**src/rtl/fetch0_pc.sv**
```systemverilog
// fetch0_pc: fetch PC sequencer and I-cache front end.
// Issues in-order I-cache requests under a credit limit of DEPTH, discards
// responses made stale by kills/redirects, and buffers surviving instructions
// in a DEPTH-entry FIFO presented to decode via valid/ready.
// Optional feature: define FE_IFAULT_EN to carry I-cache access faults to
// decode on fe_exc and halt issue after a faulting instruction is buffered.
module fetch0_pc #(
  parameter logic [29:0] RESET_PC = 30'h0,
  parameter int unsigned DEPTH    = 4
) (
  input  logic        clk_core,
  input  logic        reset_n,
  input  logic        csr_kill,
  input  logic        csr_fe_inhibit,
  input  logic        csr_setpc,
  input  logic [29:0] csr_newpc,
  input  logic        ex_redirect,
  input  logic [29:0] ex_target,
  output logic        ic_req_valid,
  input  logic        ic_req_ready,
  output logic [29:0] ic_req_pc,
  input  logic        ic_rsp_valid,
  input  logic [31:0] ic_rsp_data,
  input  logic        ic_rsp_fault,
  output logic        fe_valid,
  input  logic        fe_ready,
  output logic [29:0] fe_pc,
  output logic [31:0] fe_insn,
  output logic        fe_exc
);

  localparam int unsigned AW = $clog2(DEPTH);
  localparam int unsigned CW = AW + 1;
  localparam logic [CW:0] CREDITS = (CW + 1)'(DEPTH);

  logic [29:0]   pc_q;
  logic [29:0]   pend_pc_q [DEPTH];
  logic [AW-1:0] pend_rd_q, pend_wr_q;
  logic [CW-1:0] pend_cnt_q, pend_cnt_nxt;
  logic [29:0]   out_pc_q [DEPTH];
  logic [31:0]   out_insn_q [DEPTH];
  logic [AW-1:0] out_rd_q, out_wr_q;
  logic [CW-1:0] out_cnt_q;
  logic [CW-1:0] drop_cnt_q, drop_cnt_nxt;
  logic [CW:0]   credit_used;

  logic redirect, flush, fault_halt;
  logic req_fire, rsp_fire, rsp_drop, out_push, out_pop;

  // Issue gating, response classification and next-state counters.
  always_comb begin
    redirect     = csr_setpc | ex_redirect;
    flush        = csr_kill | ex_redirect;
    credit_used  = {1'b0, pend_cnt_q} + {1'b0, out_cnt_q};
    ic_req_valid = reset_n & ~csr_fe_inhibit & ~redirect & ~csr_kill & ~fault_halt &
                   (credit_used < CREDITS);
    ic_req_pc    = pc_q;
    req_fire     = ic_req_valid & ic_req_ready;
    // Responses with nothing pending are spurious and ignored.
    rsp_fire     = ic_rsp_valid & (pend_cnt_q != '0);
    rsp_drop     = rsp_fire & ((drop_cnt_q != '0) | flush);
    out_push     = rsp_fire & ~rsp_drop;
    fe_valid     = (out_cnt_q != '0);
    out_pop      = fe_valid & fe_ready;
    fe_pc        = out_pc_q[out_rd_q];
    fe_insn      = out_insn_q[out_rd_q];
    pend_cnt_nxt = pend_cnt_q + CW'(req_fire) - CW'(rsp_fire);
    // A flush never coincides with an issue, so pend_cnt_nxt is all older requests.
    if (flush) begin
      drop_cnt_nxt = pend_cnt_nxt;
    end else if (rsp_fire && (drop_cnt_q != '0)) begin
      drop_cnt_nxt = drop_cnt_q - CW'(1);
    end else begin
      drop_cnt_nxt = drop_cnt_q;
    end
  end

  // Fetch PC: csr_setpc beats ex_redirect beats sequential increment.
  always_ff @(posedge clk_core) begin
    if (!reset_n) begin
      pc_q <= RESET_PC;
    end else if (csr_setpc) begin
      pc_q <= csr_newpc;
    end else if (ex_redirect) begin
      pc_q <= ex_target;
    end else if (req_fire) begin
      pc_q <= pc_q + 30'd1;
    end
  end

  // Pending-request queue of issued PCs and the stale-response drop counter.
  always_ff @(posedge clk_core) begin
    if (!reset_n) begin
      for (int unsigned i = 0; i < DEPTH; i++) pend_pc_q[i] <= '0;
      pend_rd_q  <= '0;
      pend_wr_q  <= '0;
      pend_cnt_q <= '0;
      drop_cnt_q <= '0;
    end else begin
      if (req_fire) begin
        pend_pc_q[pend_wr_q] <= pc_q;
        pend_wr_q            <= pend_wr_q + AW'(1);
      end
      if (rsp_fire) pend_rd_q <= pend_rd_q + AW'(1);
      pend_cnt_q <= pend_cnt_nxt;
      drop_cnt_q <= drop_cnt_nxt;
    end
  end

  // Output FIFO towards decode; a flush empties it, overriding any pop.
  always_ff @(posedge clk_core) begin
    if (!reset_n) begin
      for (int unsigned i = 0; i < DEPTH; i++) begin
        out_pc_q[i]   <= '0;
        out_insn_q[i] <= '0;
      end
      out_rd_q  <= '0;
      out_wr_q  <= '0;
      out_cnt_q <= '0;
    end else begin
      if (out_push) begin
        out_pc_q[out_wr_q]   <= pend_pc_q[pend_rd_q];
        out_insn_q[out_wr_q] <= ic_rsp_data;
        out_wr_q             <= out_wr_q + AW'(1);
      end
      if (flush) begin
        out_rd_q  <= out_wr_q;
        out_cnt_q <= '0;
      end else begin
        if (out_pop) out_rd_q <= out_rd_q + AW'(1);
        out_cnt_q <= out_cnt_q + CW'(out_push) - CW'(out_pop);
      end
    end
  end

`ifdef FE_IFAULT_EN
  logic fault_halt_q;
  logic out_fault_q [DEPTH];

  // Halt issue once a faulting instruction is buffered; any redirect or kill resumes.
  always_ff @(posedge clk_core) begin
    if (!reset_n) begin
      fault_halt_q <= 1'b0;
    end else if (redirect || csr_kill) begin
      fault_halt_q <= 1'b0;
    end else if (out_push && ic_rsp_fault) begin
      fault_halt_q <= 1'b1;
    end
  end

  // Per-entry fault flag stored alongside the output FIFO data.
  always_ff @(posedge clk_core) begin
    if (!reset_n) begin
      for (int unsigned i = 0; i < DEPTH; i++) out_fault_q[i] <= 1'b0;
    end else if (out_push) begin
      out_fault_q[out_wr_q] <= ic_rsp_fault;
    end
  end

  assign fault_halt = fault_halt_q;
  assign fe_exc     = fe_valid & out_fault_q[out_rd_q];
`else
  logic unused_fault;

  assign unused_fault = ic_rsp_fault;
  assign fault_halt   = 1'b0;
  assign fe_exc       = 1'b0;
`endif

endmodule

```
**config.mk**
```make
export PLATFORM = sky130hd
export DESIGN_NAME = fetch0_pc
export DESIGN_NICKNAME = d
export VERILOG_FILES = /design/src/rtl/fetch0_pc.sv
export SDC_FILE = /design/constraint.sdc
export NUM_CORES = 1
export LEC_CHECK = 0
export ABC_AREA = 1
export ABC_CLOCK_PERIOD_IN_PS = 7300
export BUFFER_PORTS_ARGS = -buffer_cell sky130_fd_sc_hd__clkbuf_2
export CAP_MARGIN = 0
export CORE_MARGIN = 10
export CORE_UTILIZATION = 54
export CTS_CLUSTER_DIAMETER = 150
export DETAILED_ROUTE_END_ITERATION = 10
export PLACE_DENSITY = 0.77
export SLEW_MARGIN = 20
export SYNTH_ARGS = -nofsm -noshare
export SYNTH_HDL_FRONTEND = slang
export SYNTH_SLANG_ARGS = --single-unit
```
**constraint.sdc**
```tcl
create_clock -name clk_core -period 7.3 [get_ports clk_core]
set_input_delay 1.825 -clock clk_core [delete_from_list [all_inputs] [get_ports clk_core]]
set_output_delay 1.825 -clock clk_core [all_outputs]
set_load 0.01 [all_outputs]
```
==> metrics.md, run 1 <==
| Metric | Value |
|---|---|
| Max-slew headroom | a little over a quarter |
| Grt total ovfl | 0 |
| Post-CTS Hold Buffers | 0 |
| Fraction of registers with async set or reset after synthesis | 0% |
| Worst Skew | between 0.015 and 0.02 ns |
| Period utilization | between 70 and 80% |
| Fmax achieved | about 0.20 GHz |
| Ant diodes | 0 |
| Hold Path Sink | pend_rd_q[1] |
| Worst reg2reg path depth | 10 |
| Final nets | around 2300 |
| CTS root buf | clkbuf_16 |
| Post-synthesis mux area share | 0% |
| Number of synthesized flops with an enable pin | 368 |
| Critical-path maximum fanout | between 50 and 60 |
| Crit path from | csr_setpc |
| Worst path max stage delay | about 0.54 ns |
| Initial antenna violation count | 0 |
| Hold Path Class | reg2reg |
| PortBufs | about 190 |
| Placed cell count | ~2600 |
| Cell Area, Synth | a little under 20000 um^2 |
| Synth Area in Compound Gates | a little over a tenth |
| XOR/XNOR Fraction of Synth Area | less than 1% |
| PwrDens | 260.3 nW/um^2 |
| Comb pwr share | around 15% |
| Max stage delay cell, worst path | clkbuf_2 |
| YS warnings | 0 |
| RSZ-0062 raised after global routing | false |
| Share of cells above drive strength 1 | 14.62% |
| Post-synthesis simple-gate area fraction | a little under a fifth |
| CTS tree | done |
| Syn Inst Count | approximately 2000 |
| CP dominant cell by count | clkbuf_2 |
| DP HPWL | between 20 and 30 mm |
| Worst setup path category | in2out |
| Total negative slack | 0 ns |
| Post-Place Worst Slack | 1.993 ns |
| Post-CTS sizing | 0 |
| Vias per cell | between 5 and 6 |
| Cts bufs inserted | 43 |
| Post-synth top flop | edfxtp_1 |
| Slew Limit Fails | 0 |
| Status | completed |
| Avg Cell Area, Syn | 9.453 um^2 |
| Drt first pass iters | 5 |
| Largest net degree at the start of global routing | ~110 |
| Wire per inst | 18.01 um |
| Worst R2R Start | pend_cnt_q[1] |
| Worst Setup End Kind | output pin |
| Capturing point of the worst reg2reg path | out_insn_q[0][0] |
| # rows | 69 |
| CTS Buffer Depth | 3 |
| Final hold vios | 0 |
| Slew of the pin with the lowest slew margin | 1.095 ns |
| Final non-filler cell total | ~2700 |
| Final setup margin | ~2.2 ns |
| Post-synth cell types | 39 |
| Peak supply drop | between 0.00015 and 0.0002 V |
| Largest family of logic cells by synthesized area | simple AND/OR/NAND/NOR gates |
| Fin util | 61.85% |
| Die height | around 210 um |
| Post-CTS Setup Bufs | 0 |
| Routed wire length | approximately 48 mm |
| Flop pwr share | 49.1% |
| Endpoints failing setup | 0 |
| WHS | 0.4761 ns |
| Syn Nets | approximately 2200 |
| Critical Path Start Type | primary input |
| Seq cells post-synth | approximately 420 |
| Post-route DRC | 0 |
| Design area | 21890 um^2 |
| Tot GR Track Use | 21.32% |
| CP cell instances | clkbuf_2 > inv_4 > nand2_1 > nor3_2 > and2_1 > clkbuf_2 |
| Register area share after synthesis | between 60% and 70% |
| ANT nets after route | 0 |
| Routability cong. | around 0.83 |
| Overall power | 5.699 mW |
| HP Start | pend_rd_q[1] |
| Vias | roughly 15000 |
| Worst hold path cell count | 2 |
| Clk pwr share | ~36% |
| Area grow syn2layout | 13.63% |
| # H-tree levels | 2 |
| Die Width | between 200 and 250 um |
| Initial DRC count | between 1000 and 1500 |
| Initial core utilization | ~54% |
| Clock latency on the worst-skew pair | approximately 0.54 ns |
| Max Cap Viol | 0 |
| Clk slew on worst S/H paths | about 0.050 ns |
| Adder-cell share of the synthesized area | less than 1% |
| Worst EP required | roughly 5.5 ns |
| Critical path arrival | ~3.3 ns |
| R2R setup slack | 4.12 ns |
| Post-DP Area | between 20000 and 25000 um^2 |
| Fill cells | 2885 |
| Vias in the first global route | 14830 |
| Die area | 43630 um^2 |
| Core ar. | 35400 um^2 |
| Ports | about 200 |
| P_leak | 8.672 nW |
| Switching share of power | between 20% and 30% |
| Internal power | about 4.2 mW |
| Net Switching | ~1.5 mW |
| First-pass GRT wire length | 76.78 mm |
| Count of clock tree sinks | 419 |
| Fin crit period | around 5.1 ns |
==> worst max-delay path: cells and delay by family <==
family / cells / cell delay, ns
and+or+nand+nor: 3 / 0.49
buffers and inverters: 3 / 0.97
==> cell families after synthesis <==
family | after synthesis
adders and majority gates | 11
and+or+nand+nor | 905
AOI/OAI and AO/OA | 378
other | 1
DFF | 419
xor gates and xnor gates | 8
buffers and inverters | 316
==> power by group through the flow <==
stage               Combinational [mW]  Clock, mW  Sequential (mW)
finish                           0.839       2.06             2.80
global route                     0.936       2.17             2.81
CTS                              0.841       2.07             2.80
detailed placement               0.839          0             2.85
global placement                 0.814          0             2.84
floorplan                        0.543          0             2.84
==> Yosys cell counts (2+ instances only) <==
cell type,count,share of area (%)
o22ai_1,75,2.4
fa_1,2,0.21
nor3_2,2,0.10
o21ai_0,208,5.4
inv_1,175,3.4
nand2_1,234,4.6
xor2_1,7,0.32
dfxtp_1,51,5.3
buf_1,11,0.21
nor2_4,2,0.12
ha_1,9,0.58
nand2_2,4,0.13
buf_4,2,0.078
clkbuf_1,89,1.7
nand3_1,38,0.99
inv_2,9,0.18
a31oi_1,2,0.065
edfxtp_1,368,57
buf_2,26,0.68
a22oi_1,10,0.39
nor2_1,516,10
a32oi_1,16,0.73
nor3_1,90,2.3
a21oi_1,62,1.6
nor2_2,13,0.42
and2_1,2,0.065
inv_4,2,0.065
o21ai_1,2,0.052
==> layout make-up <==
cell class | count | area (um^2) | share of cell area, %
flip-flops and latches | 419 | 12080 | 55.16
multi-input cells | 1303 | 6005 | 27.43
repair buffers | 221 | 1211 | 5.532
clock buffers | 58 | 1175 | 5.367
inverters | 187 | 708.2 | 3.235
well taps | 461 | 576.8 | 2.635
clock inverters | 21 | 140.1 | 0.6401
==> per-layer routing <==
| layer | routed length (um) | up-vias | GRT usage [%] |
|---|---|---|---|
| met1 | 19450 | 7008 | 27.79 |
| li1 | - | 7167 | - |
| met5 | 0 | - | 0 |
| met3 | 4356 | 70 | 4.489 |
| met2 | 23250 | 669 | 35.23 |
| met4 | 1019 | 0 | 6.202 |
==> layout by cell type (no fill, tap or decap), types with 3 or more instances in the layout <==
cell / Yosys / final
nor2_1: 516 / 516
edfxtp_1: 368 / 368
nand2_1: 234 / 232
o21ai_0: 208 / 205
clkbuf_2: 0 / 194
inv_1: 175 / 174
nor3_1: 90 / 90
o22ai_1: 75 / 75
a21oi_1: 62 / 61
dfxtp_1: 51 / 49
clkbuf_16: 0 / 45
nand3_1: 38 / 38
buf_4: 2 / 24
a32oi_1: 16 / 16
nor2_2: 13 / 13
clkbuf_1: 89 / 13
clkinv_2: 0 / 10
a22oi_1: 10 / 10
inv_2: 9 / 9
clkinv_1: 1 / 9
ha_1: 9 / 9
xor2_1: 7 / 7
nand2_2: 4 / 6
buf_12: 0 / 3
==> registers in the layout (all words and copies together) (netlist names), named ones only <==
register / cells
drop_cnt_q: 3
ic_req_pc: 30
out_cnt_q: 3
out_insn_q: 128
out_pc_q: 120
out_rd_q: 2
out_wr_q: 2
pend_cnt_q: 3
pend_pc_q: 120
pend_rd_q: 2
pend_wr_q: 2
==> worst max path at each step <==
stage / slack [ns] / to / depth (start not counted)
2_1_floorplan: 0.08 / out_insn_q[2][0] / 5
3_3_place_gp: 2.16 / ic_req_pc[23] / 10
3_5_place_dp: 1.99 / drop_cnt_q[2] / 13
4_1_cts: 2.18 / ic_req_valid / 6
5_1_grt: 1.98 / ic_req_valid / 6
6_report: 2.18 / ic_req_valid / 6
Power figures use the tool's default switching activity.
==> inputs of run 2 (changes only) <==
--- a/config.mk
+++ b/config.mk
@@ -6,7 +6,7 @@
 export NUM_CORES = 1
 export LEC_CHECK = 0
 export ABC_AREA = 1
-export ABC_CLOCK_PERIOD_IN_PS = 7300
+export ABC_CLOCK_PERIOD_IN_PS = 4600
 export BUFFER_PORTS_ARGS = -buffer_cell sky130_fd_sc_hd__clkbuf_2
 export CAP_MARGIN = 0
 export CORE_MARGIN = 10
==> constraint.sdc (replaced) <==
create_clock -name clk_core -period 4.6 [get_ports clk_core]
set_input_delay 1.15 -clock clk_core [delete_from_list [all_inputs] [get_ports clk_core]]
set_output_delay 1.15 -clock clk_core [all_outputs]
set_load 0.01 [all_outputs]
==> run 2 against run 1 <==
Against the previous run:
- cell count rose by 0.26%
- die area is the same
- combinational power is 61% higher
- non-clock buffer count up 7
- clock power increased by 70%
- power increased by 63%
- sequential share of layout area shrank 0.40 points
- count of clock-buffer cells in the layout fell by 2
- clock skew is 0.0050 ns higher
- register-to-register slack worse by 2.3 ns
- cell area up 0.73%
- hold slack worse by 0.017 ns
- largest cell class unchanged
- highest routed layer unchanged
==> metrics.md, run 2 (synthesized netlist as in run 1, its figures left out) <==
| Metric | Value |
|---|---|
| Status | completed |
| Tot GR Track Use | 21.75% |
| Final setup margin | between 0.6 and 0.7 ns |
| Die Width | 208.9 um |
| # H-tree levels | 2 |
| Area of the multi-input gates | approximately 6000 um^2 |
| Worst R2R Start | pend_cnt_q[1] |
| Routability cong. | 0.8313 |
| Ports | between 150 and 200 |
| Routed wire length | 48.48 mm |
| Fin crit period | between 3 and 4 ns |
| Post-CTS sizing | 0 |
| Clk slew on worst S/H paths | about 0.060 ns |
| Slew of the pin with the lowest slew margin | 0.8427 ns |
| CTS Buffer Depth | 3 |
| Final nets | roughly 2300 |
| ANT nets after route | 0 |
| Die area | about 44000 um^2 |
| Cts bufs inserted | between 40 and 50 |
| Fill cells | ~2900 |
| Drt first pass iters | 7 |
| R2R setup slack | 1.85 ns |
| CTS tree | done |
| Grt total ovfl | 0 |
| CP cell instances | buf_4 > buf_4 > o21ai_0 > o22ai_1 > clkbuf_2 |
| Clock latency on the worst-skew pair | roughly 0.55 ns |
| Post-CTS Setup Bufs | 0 |
| Capturing point of the worst reg2reg path | pend_pc_q[3][29] |
| Count of clock tree sinks | 419 |
| Critical Path Start Type | flop |
| HP Start | pend_rd_q[1] |
| Placed cell count | 2598 |
| PwrDens | approximately 420 nW/um^2 |
| Post-Place Worst Slack | ~1.1 ns |
| Vias per cell | 5.586 |
| Final non-filler cell total | between 2000 and 3000 |
| Area grow syn2layout | 14.46% |
| Ant diodes | 0 |
| Die height | ~210 um |
| Worst Skew | around 0.02 ns |
| Share of cells above drive strength 1 | between 10% and 20% |
| Core ar. | roughly 35000 um^2 |
| Worst hold path cell count | 2 |
| Vias in the first global route | 15070 |
| PortBufs | 194 |
| Worst EP required | between 3 and 4 ns |
| Most frequent cells in the layout | 516 x nor2_1, 368 x edfxtp_1, 232 x nand2_1, 205 x o21ai_0, 194 x clkbuf_2 |
| Total negative slack | 0 ns |
| Peak supply drop | 0.0003568 V |
| Vias | between 10000 and 15000 |
| Post-route DRC | 0 |
| First-pass GRT wire length | 78.05 mm |
| Critical path arrival | 2.81 ns |
| Initial antenna violation count | 0 |
| Biggest regs | out_insn_q (128), out_pc_q (120), pend_pc_q (120) |
| Slew Limit Fails | 0 |
| Final hold vios | 0 |
| Post-CTS Hold Buffers | 0 |
| Worst path max stage delay | 0.68 ns |
| Fmax achieved | roughly 0.25 GHz |
| Worst setup path category | reg2out |
| Max stage delay cell, worst path | buf_4 |
| Worst reg2reg path depth | 8 |
| Reg area | between 10000 and 15000 um^2 |
| Endpoints failing setup | 0 |
| Biggest register | out_insn_q |
| Period utilization | a little under nine tenths |
| Max-slew headroom | about 44% |
| Critical-path maximum fanout | 74 |
| Initial core utilization | 54.43% |
| CTS root buf | clkbuf_16 |
| CP delay by family, top | buffers and inverters |
| Wire per inst | around 18 um |
| P_leak | between 8 and 9 nW |
| Worst Setup End Kind | output pin |
| Initial DRC count | roughly 1200 |
| Max reg flops | between 100 and 150 |
| Hold Path Class | reg2reg |
| RSZ-0062 raised after global routing | false |
| Max Cap Viol | 0 |
| CP dominant cell by count | buf_4 |
| Number of buffers and inverters on the critical path | 3 |
| Commonest non-fill, non-tap cell in the layout | nor2_1 |
| WP depth | 5 |
| DP HPWL | ~30 mm |
| Largest net degree at the start of global routing | 75 |
| # rows | 69 |
[run 2: worst min-delay path, cell delays in order (launching register included)]
cell and delay, ns:
dfxtp_1 0.29, inv_1 0.05, a21oi_1 0.06
[run 2: report_power, final]
group	switching, mW	total (mW)	internal (mW)
clock	1.41	3.50	2.09
sequential	0.105	4.43	4.33
combinational	0.940	1.35	0.408
total	2.46	9.29	6.83
[run 2: worst max-delay path by stage]
| stage | from | to |
|---|---|---|
| finish | flop | fe_pc[13] |
| floorplan | csr_setpc | pend_pc_q[1][0] |
| CTS | flop | fe_pc[12] |
| detailed placement | ex_redirect | drop_cnt_q[2] |
| global route | flop | fe_pc[12] |
| global placement | ex_redirect | pend_pc_q[3][22] |
[run 2: layer usage]
| metal | track usage (%) | part of all wire, % |
|---|---|---|
| met1 | 27.76 | 40 |
| met2 | 36.55 | 49 |
| met3 | 4.339 | 8.7 |
| met4 | 6.897 | 2.2 |
| met5 | 0 | 0 |
[run 2: cell type report]
class	instances	share of cell area, %
Sequential cell	419	54.76
Multi-Input combinational cell	1303	27.23
Timing Repair Buffer	228	5.787
Clock buffer	56	5.197
Inverter	187	3.211
Tap cell	461	2.616
Clock inverter	23	1.197
[run 2: through the flow]
stage	power, mW	hold WS, ns	utilization (%)	instance area, um^2
2_1_floorplan	5.359	0.4364	-	19280
3_3_place_gp	5.808	0.4488	58.32	20640
3_5_place_dp	5.853	0.4573	58.32	20640
4_1_cts	9.310	0.4651	62.30	22050
5_1_grt	9.656	0.4966	62.30	22050
6_report	9.285	0.4587	62.30	22050
==> inputs of run 3 (changes only) <==
--- a/config.mk
+++ b/config.mk
@@ -9,6 +9,7 @@
 export ABC_CLOCK_PERIOD_IN_PS = 4600
 export BUFFER_PORTS_ARGS = -buffer_cell sky130_fd_sc_hd__clkbuf_2
 export CAP_MARGIN = 0
+export CORE_ASPECT_RATIO = 1.1
 export CORE_MARGIN = 10
 export CORE_UTILIZATION = 54
 export CTS_CLUSTER_DIAMETER = 150
==> run 3 against run 2 <==
Against the previous run:
- via count about the same
- sequential share of layout area up 0.27 points
- routed wire length shrank 0.65%
- cell area shrank 0.49%
- core utilization barely moved
- hold slack better by 0.021 ns
- critical path type unchanged
- critical endpoint is now fe_pc[9]
- largest power group unchanged
- highest routed layer unchanged
==> metrics.md, run 3 (synthesized netlist as in run 1, its figures left out) <==
| Metric | Value |
|---|---|
| Biggest register | out_insn_q |
| Slew of the pin with the lowest slew margin | roughly 0.96 ns |
| Overall power | 9.059 mW |
| P_leak | just under 9 nW |
| Post-CTS Setup Bufs | 0 |
| Worst setup path category | reg2out |
| Final nets | ~2300 |
| Hold Path Class | reg2reg |
| Worst hold path cell count | 2 |
| HP Start | pend_rd_q[1] |
| RSZ-0062 raised after global routing | false |
| Vias | 14940 |
| Share of cells above drive strength 1 | 14.52% |
| Routed wire length | 48.17 mm |
| Initial antenna violation count | 0 |
| Hold Path Sink | pend_rd_q[1] |
| Max Cap Viol | 0 |
| Clock latency on the worst-skew pair | approximately 0.55 ns |
| Max reg flops | about 130 |
| Worst EP required | about 3.5 ns |
| First-pass GRT wire length | approximately 76 mm |
| Critical Path Start Type | flop |
| Wire per inst | 17.94 um |
| ANT nets after route | 0 |
| Slew Limit Fails | 0 |
| Critical-path maximum fanout | between 50 and 60 |
| CTS Buffer Depth | 3 |
| Total negative slack | 0 ns |
| Post-CTS sizing | 0 |
| Vias per cell | 5.564 |
| Initial DRC count | between 1000 and 1500 |
| Post-CTS Hold Buffers | 0 |
| Status | completed |
| Die area | approximately 44000 um^2 |
| Final hold vios | 0 |
| Vias in the first global route | 14990 |
| Core ar. | between 30000 and 40000 um^2 |
| Initial core utilization | 54.70% |
| # rows | 72 |
| Fmax achieved | 0.2345 GHz |
| Tot GR Track Use | around 22% |
| CTS tree | done |
| Fill cells | roughly 2800 |
| Capturing point of the worst reg2reg path | drop_cnt_q[2] |
| Endpoints failing setup | 0 |
| Commonest non-fill, non-tap cell in the layout | nor2_1 |
| Drt first pass iters | 5 |
| Fin crit period | 4.265 ns |
| Die height | 218.1 um |
| Worst reg2reg path depth | 11 |
| Cts bufs inserted | 42 |
| Period utilization | 92.72% |
| Worst R2R Start | pend_cnt_q[1] |
| Ports | a little under 200 |
| Post-route DRC | 0 |
| Worst Setup End Kind | output pin |
| Worst Skew | about 0.021 ns |
| Area grow syn2layout | 13.90% |
| PortBufs | between 150 and 200 |
| Routability cong. | 0.8450 |
| Grt total ovfl | 0 |
| Most frequent cells in the layout | 516 x nor2_1, 368 x edfxtp_1, 232 x nand2_1, 205 x o21ai_0, 194 x clkbuf_2 |
| Largest net degree at the start of global routing | 77 |
| Biggest regs | out_insn_q (128), out_pc_q (120), pend_pc_q (120) |
| # H-tree levels | 2 |
| Max-slew headroom | roughly 36% |
| PwrDens | a little over 400 nW/um^2 |
| Peak supply drop | around 0.00021 V |
| DP HPWL | between 20 and 30 mm |
| Ant diodes | 0 |
| Die Width | approximately 200 um |
| CTS root buf | clkbuf_16 |
| Clk slew on worst S/H paths | 0.06 ns |
| Count of clock tree sinks | approximately 420 |
| R2R setup slack | ~1.6 ns |
| Critical path arrival | roughly 3.1 ns |
-- run 3: cell count changes in the layout (fill, tap and decap cells not counted) --
cell and delta:
clkbuf_16 -1, clkinv_8 +1, inv_1 +1, bufinv_16 -3
inv_2 -1, clkbuf_8 +2, clkinv_1 -2, buf_4 -4
inv_6 -1, clkbuf_1 -4
-- run 3: through the flow --
step	area (um^2)	instances	utilization, %	worst slack (ns)	hold slack (ns)
2_1_floorplan	19280	2038	-	0.008640	0.4364
3_3_place_gp	20640	2614	58.59	0.7608	0.4500
3_5_place_dp	20640	2614	58.59	0.7296	0.4640
4_1_cts	21940	2685	62.30	0.3148	0.4728
5_1_grt	21940	2685	62.30	0.1690	0.5137
6_report	21940	2685	62.30	0.3348	0.4794
-- run 3: area by class of cell --
cell class	count	area (um^2)	share of cell area, %
clock buffer	53	1134	5.166
timing repair buffer	224	1246	5.679
tap	481	601.8	2.742
multi-input combinational	1303	6005	27.36
inverter	187	708.2	3.227
sequential	419	12080	55.03
clock inverter	18	173.9	0.7925
-- run 3: worst max path at each step --
stage                      startpoint         endpoint  slack (ns)
after floorplan             csr_setpc  pend_pc_q[1][0]       0.009
final                            flop         fe_pc[9]        0.33
after global routing             flop         fe_pc[5]        0.17
after CTS                        flop         fe_pc[9]        0.31
after detailed placement  ex_redirect     out_cnt_q[2]        0.73
after global placement    ex_redirect     out_cnt_q[2]        0.76
-- run 3: layer usage --
metal  vias up  GRT usage (%)  wire length (um)
li1       7161              -                 -
met1      6978          27.67             18900
met2       726          36.73             23610
met3        75          3.966              4640
met4         0          7.527              1015
met5         -              0                 0
-- run 3: power breakdown --
part           internal, mW  leakage, nW  total (mW)  switching, mW
sequential             4.33         4.22        4.44          0.114
clock                  1.90        0.635        3.28           1.38
combinational         0.406         3.82        1.33          0.927
total                  6.64         8.68        9.06           2.42
-- run 3: critical path: stages (launching register included) --
cell	delay [ns]
dfxtp_4	0.68
clkinv_2	0.75
buf_4	0.52
o21ai_0	0.25
o22ai_1	0.17
clkbuf_2	0.16
